`src/rtl/disp_mux_n_if.sv`:
```
`default_nettype none
// ============================================================================
//  Module      : disp_mux_n_if
//  Description : Core-side value/control bus and board-side digit/segment bus
//                of the multiplexed 7-segment display driver.
//  Revision    : 1.0 - initial release
// ============================================================================
interface disp_mux_n_if #(
    parameter int NUM_DIGITS = 4,
    parameter int BRIGHT_W   = 3
);
    logic [4*NUM_DIGITS-1:0] disp_val;
    logic [NUM_DIGITS-1:0]   dp_in;
    logic                    load;
    logic                    lz_suppress;
    logic                    blank;
    logic [BRIGHT_W-1:0]     brightness;
    logic                    frame_start;
    logic [7:0]              digit;
    logic [7:0]              segment;

    modport master (
        output disp_val, dp_in, load, lz_suppress, blank, brightness,
        input  frame_start, digit, segment
    );

    modport slave (
        input  disp_val, dp_in, load, lz_suppress, blank, brightness,
        output frame_start, digit, segment
    );
endinterface
`default_nettype wire

```
`src/rtl/disp_mux_n.sv`:
```
`default_nettype none
// ============================================================================
//  Module      : disp_mux_n
//  Description : Time-multiplexed common-anode 7-segment driver with frame-
//                synchronous loading, leading-zero blanking and PWM dimming.
//  Revision    : 1.0 - initial release
// ============================================================================
module disp_mux_n #(
    parameter int NUM_DIGITS = 4,
    parameter int CLK_DIV    = 1250,
    parameter int BRIGHT_W   = 3
) (
    input  wire logic     clock5,
    input  wire logic     reset,
    disp_mux_n_if.slave   bus
);

    localparam int CNT_W  = $clog2(CLK_DIV);
    localparam int IDX_W  = (NUM_DIGITS > 1) ? $clog2(NUM_DIGITS) : 1;
    localparam int PROD_W = BRIGHT_W + 1 + $clog2(CLK_DIV + 1);

    localparam logic [CNT_W-1:0] LAST_CNT = CNT_W'(CLK_DIV - 1);
    localparam logic [IDX_W-1:0] LAST_IDX = IDX_W'(NUM_DIGITS - 1);

    logic [CNT_W-1:0]             r_count;
    logic [IDX_W-1:0]             r_idx;
    logic                         r_frame_start;
    logic [NUM_DIGITS-1:0][3:0]   r_pend_val;
    logic [NUM_DIGITS-1:0]        r_pend_dp;
    logic                         r_pend_valid;
    logic [NUM_DIGITS-1:0][3:0]   r_shadow_val;
    logic [NUM_DIGITS-1:0]        r_shadow_dp;
    logic [7:0]                   r_digit;
    logic [7:0]                   r_segment;

    logic                         w_tick;
    logic                         w_wrap;
    logic [NUM_DIGITS-1:0]        w_hi_zero;
    logic [3:0]                   w_cur_nib;
    logic                         w_cur_dp;
    logic                         w_suppressed;
    logic [PROD_W-1:0]            w_on_time;
    logic                         w_in_on;
    logic                         w_lit;
    logic [6:0]                   w_seg_pat;
    logic [7:0]                   w_digit_sel;

    assign w_tick = (r_count == LAST_CNT);
    assign w_wrap = w_tick && (r_idx == LAST_IDX);

    always_ff @(posedge clock5 or posedge reset) begin
        if (reset) begin
            r_count       <= '0;
            r_idx         <= '0;
            r_frame_start <= 1'b0;
        end else begin
            r_frame_start <= w_wrap;
            if (w_tick) begin
                r_count <= '0;
                r_idx   <= w_wrap ? '0 : r_idx + 1'b1;
            end else begin
                r_count <= r_count + 1'b1;
            end
        end
    end

    // A load coinciding with the wrap tick lands in pending; shadow still
    // takes the previous pending value so a frame never shows a mix.
    always_ff @(posedge clock5 or posedge reset) begin
        if (reset) begin
            r_pend_val   <= '0;
            r_pend_dp    <= '0;
            r_pend_valid <= 1'b0;
            r_shadow_val <= '0;
            r_shadow_dp  <= '0;
        end else begin
            if (w_wrap && r_pend_valid) begin
                r_shadow_val <= r_pend_val;
                r_shadow_dp  <= r_pend_dp;
            end
            if (bus.load) begin
                r_pend_val   <= bus.disp_val;
                r_pend_dp    <= bus.dp_in;
                r_pend_valid <= 1'b1;
            end else if (w_wrap) begin
                r_pend_valid <= 1'b0;
            end
        end
    end

    // w_hi_zero[i]: nibble i and every nibble above it are zero.
    always_comb begin
        logic acc;
        acc       = 1'b1;
        w_hi_zero = '0;
        for (int i = NUM_DIGITS - 1; i >= 0; i--) begin
            acc          = acc & (r_shadow_val[i] == 4'h0);
            w_hi_zero[i] = acc;
        end
    end

    assign w_cur_nib    = r_shadow_val[r_idx];
    assign w_cur_dp     = r_shadow_dp[r_idx];
    assign w_suppressed = bus.lz_suppress && (r_idx != '0) && w_hi_zero[r_idx];

    assign w_on_time = ((PROD_W'(bus.brightness) + PROD_W'(1)) * PROD_W'(CLK_DIV)) >> BRIGHT_W;
    assign w_in_on   = PROD_W'(r_count) < w_on_time;
    assign w_lit     = !bus.blank && !w_suppressed && w_in_on;

    // Active-high a..g patterns; inverted when driven onto the pins.
    always_comb begin
        w_seg_pat = 7'b0000000;
        case (w_cur_nib)
            4'h0: w_seg_pat = 7'b1111110;
            4'h1: w_seg_pat = 7'b0110000;
            4'h2: w_seg_pat = 7'b1101101;
            4'h3: w_seg_pat = 7'b1111001;
            4'h4: w_seg_pat = 7'b0110011;
            4'h5: w_seg_pat = 7'b1011011;
            4'h6: w_seg_pat = 7'b1011111;
            4'h7: w_seg_pat = 7'b1110000;
            4'h8: w_seg_pat = 7'b1111111;
            4'h9: w_seg_pat = 7'b1111011;
            4'hA: w_seg_pat = 7'b1110111;
            4'hB: w_seg_pat = 7'b0011111;
            4'hC: w_seg_pat = 7'b1001110;
            4'hD: w_seg_pat = 7'b0111101;
            4'hE: w_seg_pat = 7'b1001111;
            4'hF: w_seg_pat = 7'b1000111;
            default: w_seg_pat = 7'b0000000;
        endcase
    end

    assign w_digit_sel = 8'b0000_0001 << r_idx;

    always_ff @(posedge clock5 or posedge reset) begin
        if (reset) begin
            r_digit   <= 8'hFF;
            r_segment <= 8'hFF;
        end else if (w_lit) begin
            r_digit   <= ~w_digit_sel;
            r_segment <= {~w_seg_pat, ~w_cur_dp};
        end else begin
            r_digit   <= 8'hFF;
            r_segment <= 8'hFF;
        end
    end

    assign bus.frame_start = r_frame_start;
    assign bus.digit       = r_digit;
    assign bus.segment     = r_segment;

endmodule
`default_nettype wire

```
`src/flat_wrapper.sv`:
```
// flat-port wrapper written by rule: the top's interface ports become plain ports
module disp_mux_n_flat 
#(
    parameter int NUM_DIGITS = 4,
    parameter int CLK_DIV    = 1250,
    parameter int BRIGHT_W   = 3
)
  (clock5, reset, bus_disp_val, bus_dp_in, bus_load, bus_lz_suppress, bus_blank, bus_brightness, bus_frame_start, bus_digit, bus_segment);
  disp_mux_n_if #(.NUM_DIGITS(NUM_DIGITS), .BRIGHT_W(BRIGHT_W)) bus_i ();
  input  wire logic clock5;
  input  wire logic reset;
  input wire logic [$bits(bus_i.disp_val)-1:0] bus_disp_val;
  input wire logic [$bits(bus_i.dp_in)-1:0] bus_dp_in;
  input wire logic [$bits(bus_i.load)-1:0] bus_load;
  input wire logic [$bits(bus_i.lz_suppress)-1:0] bus_lz_suppress;
  input wire logic [$bits(bus_i.blank)-1:0] bus_blank;
  input wire logic [$bits(bus_i.brightness)-1:0] bus_brightness;
  output wire logic [$bits(bus_i.frame_start)-1:0] bus_frame_start;
  output wire logic [$bits(bus_i.digit)-1:0] bus_digit;
  output wire logic [$bits(bus_i.segment)-1:0] bus_segment;
  assign bus_i.disp_val = bus_disp_val;
  assign bus_i.dp_in = bus_dp_in;
  assign bus_i.load = bus_load;
  assign bus_i.lz_suppress = bus_lz_suppress;
  assign bus_i.blank = bus_blank;
  assign bus_i.brightness = bus_brightness;
  assign bus_frame_start = bus_i.frame_start;
  assign bus_digit = bus_i.digit;
  assign bus_segment = bus_i.segment;
  disp_mux_n #(.NUM_DIGITS(NUM_DIGITS), .CLK_DIV(CLK_DIV), .BRIGHT_W(BRIGHT_W)) u_core (.clock5(clock5), .reset(reset), .bus(bus_i));
endmodule
```
`config.mk`:
```
export PLATFORM = sky130hd
export DESIGN_NAME = disp_mux_n_flat
export DESIGN_NICKNAME = d
export VERILOG_FILES = /design/src/rtl/disp_mux_n_if.sv /design/src/rtl/disp_mux_n.sv /design/src/flat_wrapper.sv
export SDC_FILE = /design/constraint.sdc
export NUM_CORES = 1
export LEC_CHECK = 0
export CAP_MARGIN = 20
export CORE_MARGIN = 2
export CORE_UTILIZATION = 45
export DETAILED_ROUTE_END_ITERATION = 7
export HOLD_SLACK_MARGIN = 0.06
export PLACE_DENSITY = 0.63
export SLEW_MARGIN = 30
export SYNTH_ARGS = -nofsm -noshare
export SYNTH_HDL_FRONTEND = slang
export SYNTH_SLANG_ARGS = --single-unit
```
`constraint.sdc`:
```
create_clock -name clock5 -period 6.47 [get_ports clock5]
set_input_delay 1.294 -clock clock5 [delete_from_list [all_inputs] [get_ports clock5]]
set_output_delay 1.294 -clock clock5 [all_outputs]
set_load 0.01 [all_outputs]
```
==> run summary <==
======================================================================================
Area share of the largest cell type after synthesis                             0.3738
Primary FF master, synth                                                  sky130_fd_sc_hd__dfrtp_1
Drt pass-1 iters                                                                     4
Highest signal layer in the routed design                                         met4
Share of total power in combinational logic                                      0.163
Proportion of synthesized chip area in sequential cells                         0.4594
Setup TNS after final layout                                                      0 ns
Worst endpoint data arrival time                                               5.91 ns
Internal power                                                             0.0006783 W
Fin nets                                                                           408
Unrepaired setup endpoints after global routing                                  false
Cell type with the largest total area after synthesis                     sky130_fd_sc_hd__dfrtp_1
Antenna viol nets, final                                                             0
Post-cts resize count                                                                0
Static leakage                                                                1.934 nW
HPWL after detailed placement                                             4690 microns
Average wire per cell in the routed design                                14.35 microns
Switching part of the total power                                               0.2679
Post-CTS repair timing setup buffer count                                            0
Post-Route WL                                                             6474 microns
Clk pin slew, worst setup/hold paths                                           0.07 ns
Maximum resistive drop on vdd                                                0.1662 mV
Leading cell types by total area after synthesis                          sky130_fd_sc_hd__dfrtp_1 37%, sky130_fd_sc_hd__ha_1 12%, sky130_fd_sc_hd__mux2_2 9.5%
Initial DRC Count                                                                  108
Period minus WS final                                                         5.693 ns
Met2 wire len                                                             2686 microns
Count of final max-slew check failures                                               0
GRT overflow                                                                         0
Number of enable flip-flop cells after synthesis                                     0
Number of top-level design ports                                                    45
Vias                                                                              2335
Remaining routing DRC violations                                                     0
Met1 wire length                                                          3426 microns
Avg Vias per Cell                                                                5.177
Power density over the cells                                              215.0 nW/um^2
Largest net degree at the start of global routing                                   68
CTS tree                                                                         built
Hold buffer count at cts                                                             0
Fin util                                                                        0.5491
Post-Synthesis Cell Area                                                    3682 sq um
Area growth, synth to finish                                                    17.02%
Clock net sink count                                                                67
Post-route clock period utilization                                             0.8799
Async S/R FF share, synth                                                        1.000
Req. time, crit path                                                           6.69 ns
Setup violations, final                                                              0
Avg Synthesized Cell Area                                                  12.11 sq um
Number of hold violations in the final report                                        0
Setup clock skew after layout                                               0.01358 ns
Wire length of the first global-routing pass                              10890 microns
Depth of the CTS H-tree                                                              3
Max-cap violation count                                                              0
Placeable core area                                                         7848 sq um
Buffer depth of the longest clock path                                               2
Post-Syn Instances                                                                 304
Die width                                                                 94.46 microns
Vias in the first global route                                                    2263
Number of warnings printed during yosys synthesis                                    0
Element type at the critical path start                                     input port
Ant diodes                                                                           0
Antenna violations before repair                                                     0
Number of distinct standard cells referenced by the synthesized netlist             55
Clk_lat worst skew                                                             0.34 ns
Library cell used as clock root buffer                                    sky130_fd_sc_hd__clkbuf_8
Element type at the critical path end                                         register
Area of the die                                                             8923 sq um
Maximum fanout along the worst path                                                 12
Path type of the worst min-delay path                                          reg2reg
Flip-flop and latch count after synthesis                                           67
Transition time at the pin with the least slew margin                        0.9345 ns
Filler instances                                                                   702
Run status                                                                finished, final reports clean
Highest clock rate                                                           175.6 MHz
Setup Crit Path Kind                                                            in2reg
Number of port buffers                                                              40
Fraction of final layout cells sized beyond drive strength 1                    0.2063
Power share of the sequential group                                              0.485
Site Rows                                                                           32
Routability congestion estimate from global placement                           0.8010
Switching power total                                                      0.0002482 W
Remaining max-slew budget at the tightest pin                                   0.3770
TritonCTS Buffers                                                                    9
Length of routed met3 wiring                                               263 microns
Clk pwr share                                                                    0.352
Height of the die                                                         94.46 microns
Initial cell density of the core                                                0.4692
All-layer global routing usage                                                  0.1584
======================================================================================
## final cells by class
cell class | instances | area [sq um] | area share
Tap cell | 102 | 127.6 | 0.02962
Clock inverter | 5 | 36.28 | 0.008420
Inverter | 19 | 71.32 | 0.01655
Clock buffer | 11 | 151.4 | 0.03513
Sequential cell | 67 | 1692 | 0.3926
Multi-Input combinational cell | 205 | 1821 | 0.4225
Timing Repair Buffer | 42 | 410.4 | 0.09524
## flip-flops by register name, summed over array words and instances (netlist names), 2 cells and up
signal / flops
u_core.r_pend_val: 16
u_core.r_shadow_dp: 4
u_core.bus.segment: 8
u_core.r_pend_dp: 4
u_core.bus.digit: 4
u_core.r_count: 11
u_core.r_shadow_val: 16
u_core.r_idx: 2
## power groups by stage
stage	Clock (W)	Sequential, W	Combinational (W)
finish	0.000326	0.000450	0.000151
global route	0.000348	0.000452	0.000170
detailed placement	0	0.000458	0.000153
CTS	0.000334	0.000450	0.000155
floorplan	0	0.000458	0.0000978
global placement	0	0.000457	0.000149
## cells by family after synthesis
family,synth area share
adders and majority gates,0.1244
xor gates and xnor gates,0.03568
DFF,0.4594
muxes,0.1631
buffers and inverters,0.04927
AOI/OAI and AO/OA,0.06558
and+or+nand+nor,0.1016
other,0.001018
## Yosys cell counts, types with 6 or more instances
cell type,number
sky130_fd_sc_hd__dfrtp_1,55
sky130_fd_sc_hd__nor2_1,14
sky130_fd_sc_hd__nand2_1,12
sky130_fd_sc_hd__mux2_2,31
sky130_fd_sc_hd__nand3_1,15
sky130_fd_sc_hd__dfstp_2,12
sky130_fd_sc_hd__inv_1,19
sky130_fd_sc_hd__xnor2_1,10
sky130_fd_sc_hd__a21oi_1,8
sky130_fd_sc_hd__o21ai_0,6
sky130_fd_sc_hd__mux2_1,10
sky130_fd_sc_hd__ha_1,35
## worst max-delay path, stage by stage
cell                              delay [ns]
sky130_fd_sc_hd__clkdlybuf4s50_1        0.56
sky130_fd_sc_hd__ha_1                   0.36
sky130_fd_sc_hd__xnor2_1                0.17
sky130_fd_sc_hd__ha_1                   0.30
sky130_fd_sc_hd__inv_1                  0.05
sky130_fd_sc_hd__ha_1                   0.16
sky130_fd_sc_hd__o21bai_1               0.15
sky130_fd_sc_hd__ha_1                   0.28
sky130_fd_sc_hd__ha_1                   0.33
sky130_fd_sc_hd__a221o_1                0.38
sky130_fd_sc_hd__a211oi_1               0.32
sky130_fd_sc_hd__a21oi_1                0.12
sky130_fd_sc_hd__o22ai_1                0.18
sky130_fd_sc_hd__xor2_1                 0.18
sky130_fd_sc_hd__ha_1                   0.27
sky130_fd_sc_hd__a21o_1                 0.16
sky130_fd_sc_hd__a21oi_1                0.13
sky130_fd_sc_hd__nor2_1                 0.07
sky130_fd_sc_hd__nor3_2                 0.11
sky130_fd_sc_hd__buf_4                  0.20
sky130_fd_sc_hd__o2111ai_1              0.13
## path summary, 6_finish.rpt
| kind | slack, ns | endpoint | cells after the start | start |
|---|---|---|---|---|
| setup / recovery | 0.78 | u_core.bus.segment[5]$_DFF_PP1_ | 21 | bus_brightness[0] |
| hold / removal | 0.48 | u_core.r_pend_valid$_DFFE_PP0P_ | 1 | u_core.r_pend_valid$_DFFE_PP0P_ |
| setup reg to reg | 3.67 | u_core.r_shadow_val[4]$_DFFE_PP0P_ | 6 | u_core.r_count[1]$_DFF_PP0_ |
| hold reg to reg | 0.48 | u_core.r_pend_valid$_DFFE_PP0P_ | 1 | u_core.r_pend_valid$_DFFE_PP0P_ |
| max in group asynchronous | 4.40 | u_core.r_shadow_val[11]$_DFFE_PP0P_ | 3 | reset |
| min in group asynchronous | 1.51 | u_core.r_pend_dp[0]$_DFFE_PP0P_ | 3 | reset |
## per-stage QoR
stage               std cells  instance area [sq um]  hold slack (ns)  setup WS, ns   power, W
global route              451                   4309           0.5034        0.3506  0.0009705
floorplan                 307                   3694           0.4415         1.292  0.0005560
detailed placement        435                   4126           0.4612        0.4179  0.0006109
CTS                       451                   4314           0.4802        0.7768  0.0009383
finish                    451                   4309           0.4774        0.7767  0.0009265
global placement          435                   4126           0.4506        0.5253  0.0006057
## layout by cell type (no fill, tap or decap), types with 3 or more instances in the layout
cell type                         count
sky130_fd_sc_hd__clkdlybuf4s50_1     39
sky130_fd_sc_hd__clkinvlp_4           3
sky130_fd_sc_hd__xnor2_1             10
sky130_fd_sc_hd__and3_1               3
sky130_fd_sc_hd__nand4_1              5
sky130_fd_sc_hd__nand2_1             12
sky130_fd_sc_hd__mux2_2              31
sky130_fd_sc_hd__nor4_1               3
sky130_fd_sc_hd__clkbuf_8            11
sky130_fd_sc_hd__mux2_1              10
sky130_fd_sc_hd__mux4_1               3
sky130_fd_sc_hd__nor2_1              14
sky130_fd_sc_hd__conb_1               4
sky130_fd_sc_hd__inv_1               18
sky130_fd_sc_hd__a21oi_1              8
sky130_fd_sc_hd__dfrtp_1             55
sky130_fd_sc_hd__xor2_1               5
sky130_fd_sc_hd__dfstp_2             12
sky130_fd_sc_hd__nand3_1             15
sky130_fd_sc_hd__o21ai_0              6
sky130_fd_sc_hd__ha_1                35
## routing by layer
metal / vias to the layer above / track usage
met1: 1121 / 0.2329
met2: 50 / 0.2280
met5: - / 0
met4: 0 / 0.07246
li1: 1155 / -
met3: 9 / 0.02873
Power figures use the tool's default switching activity.
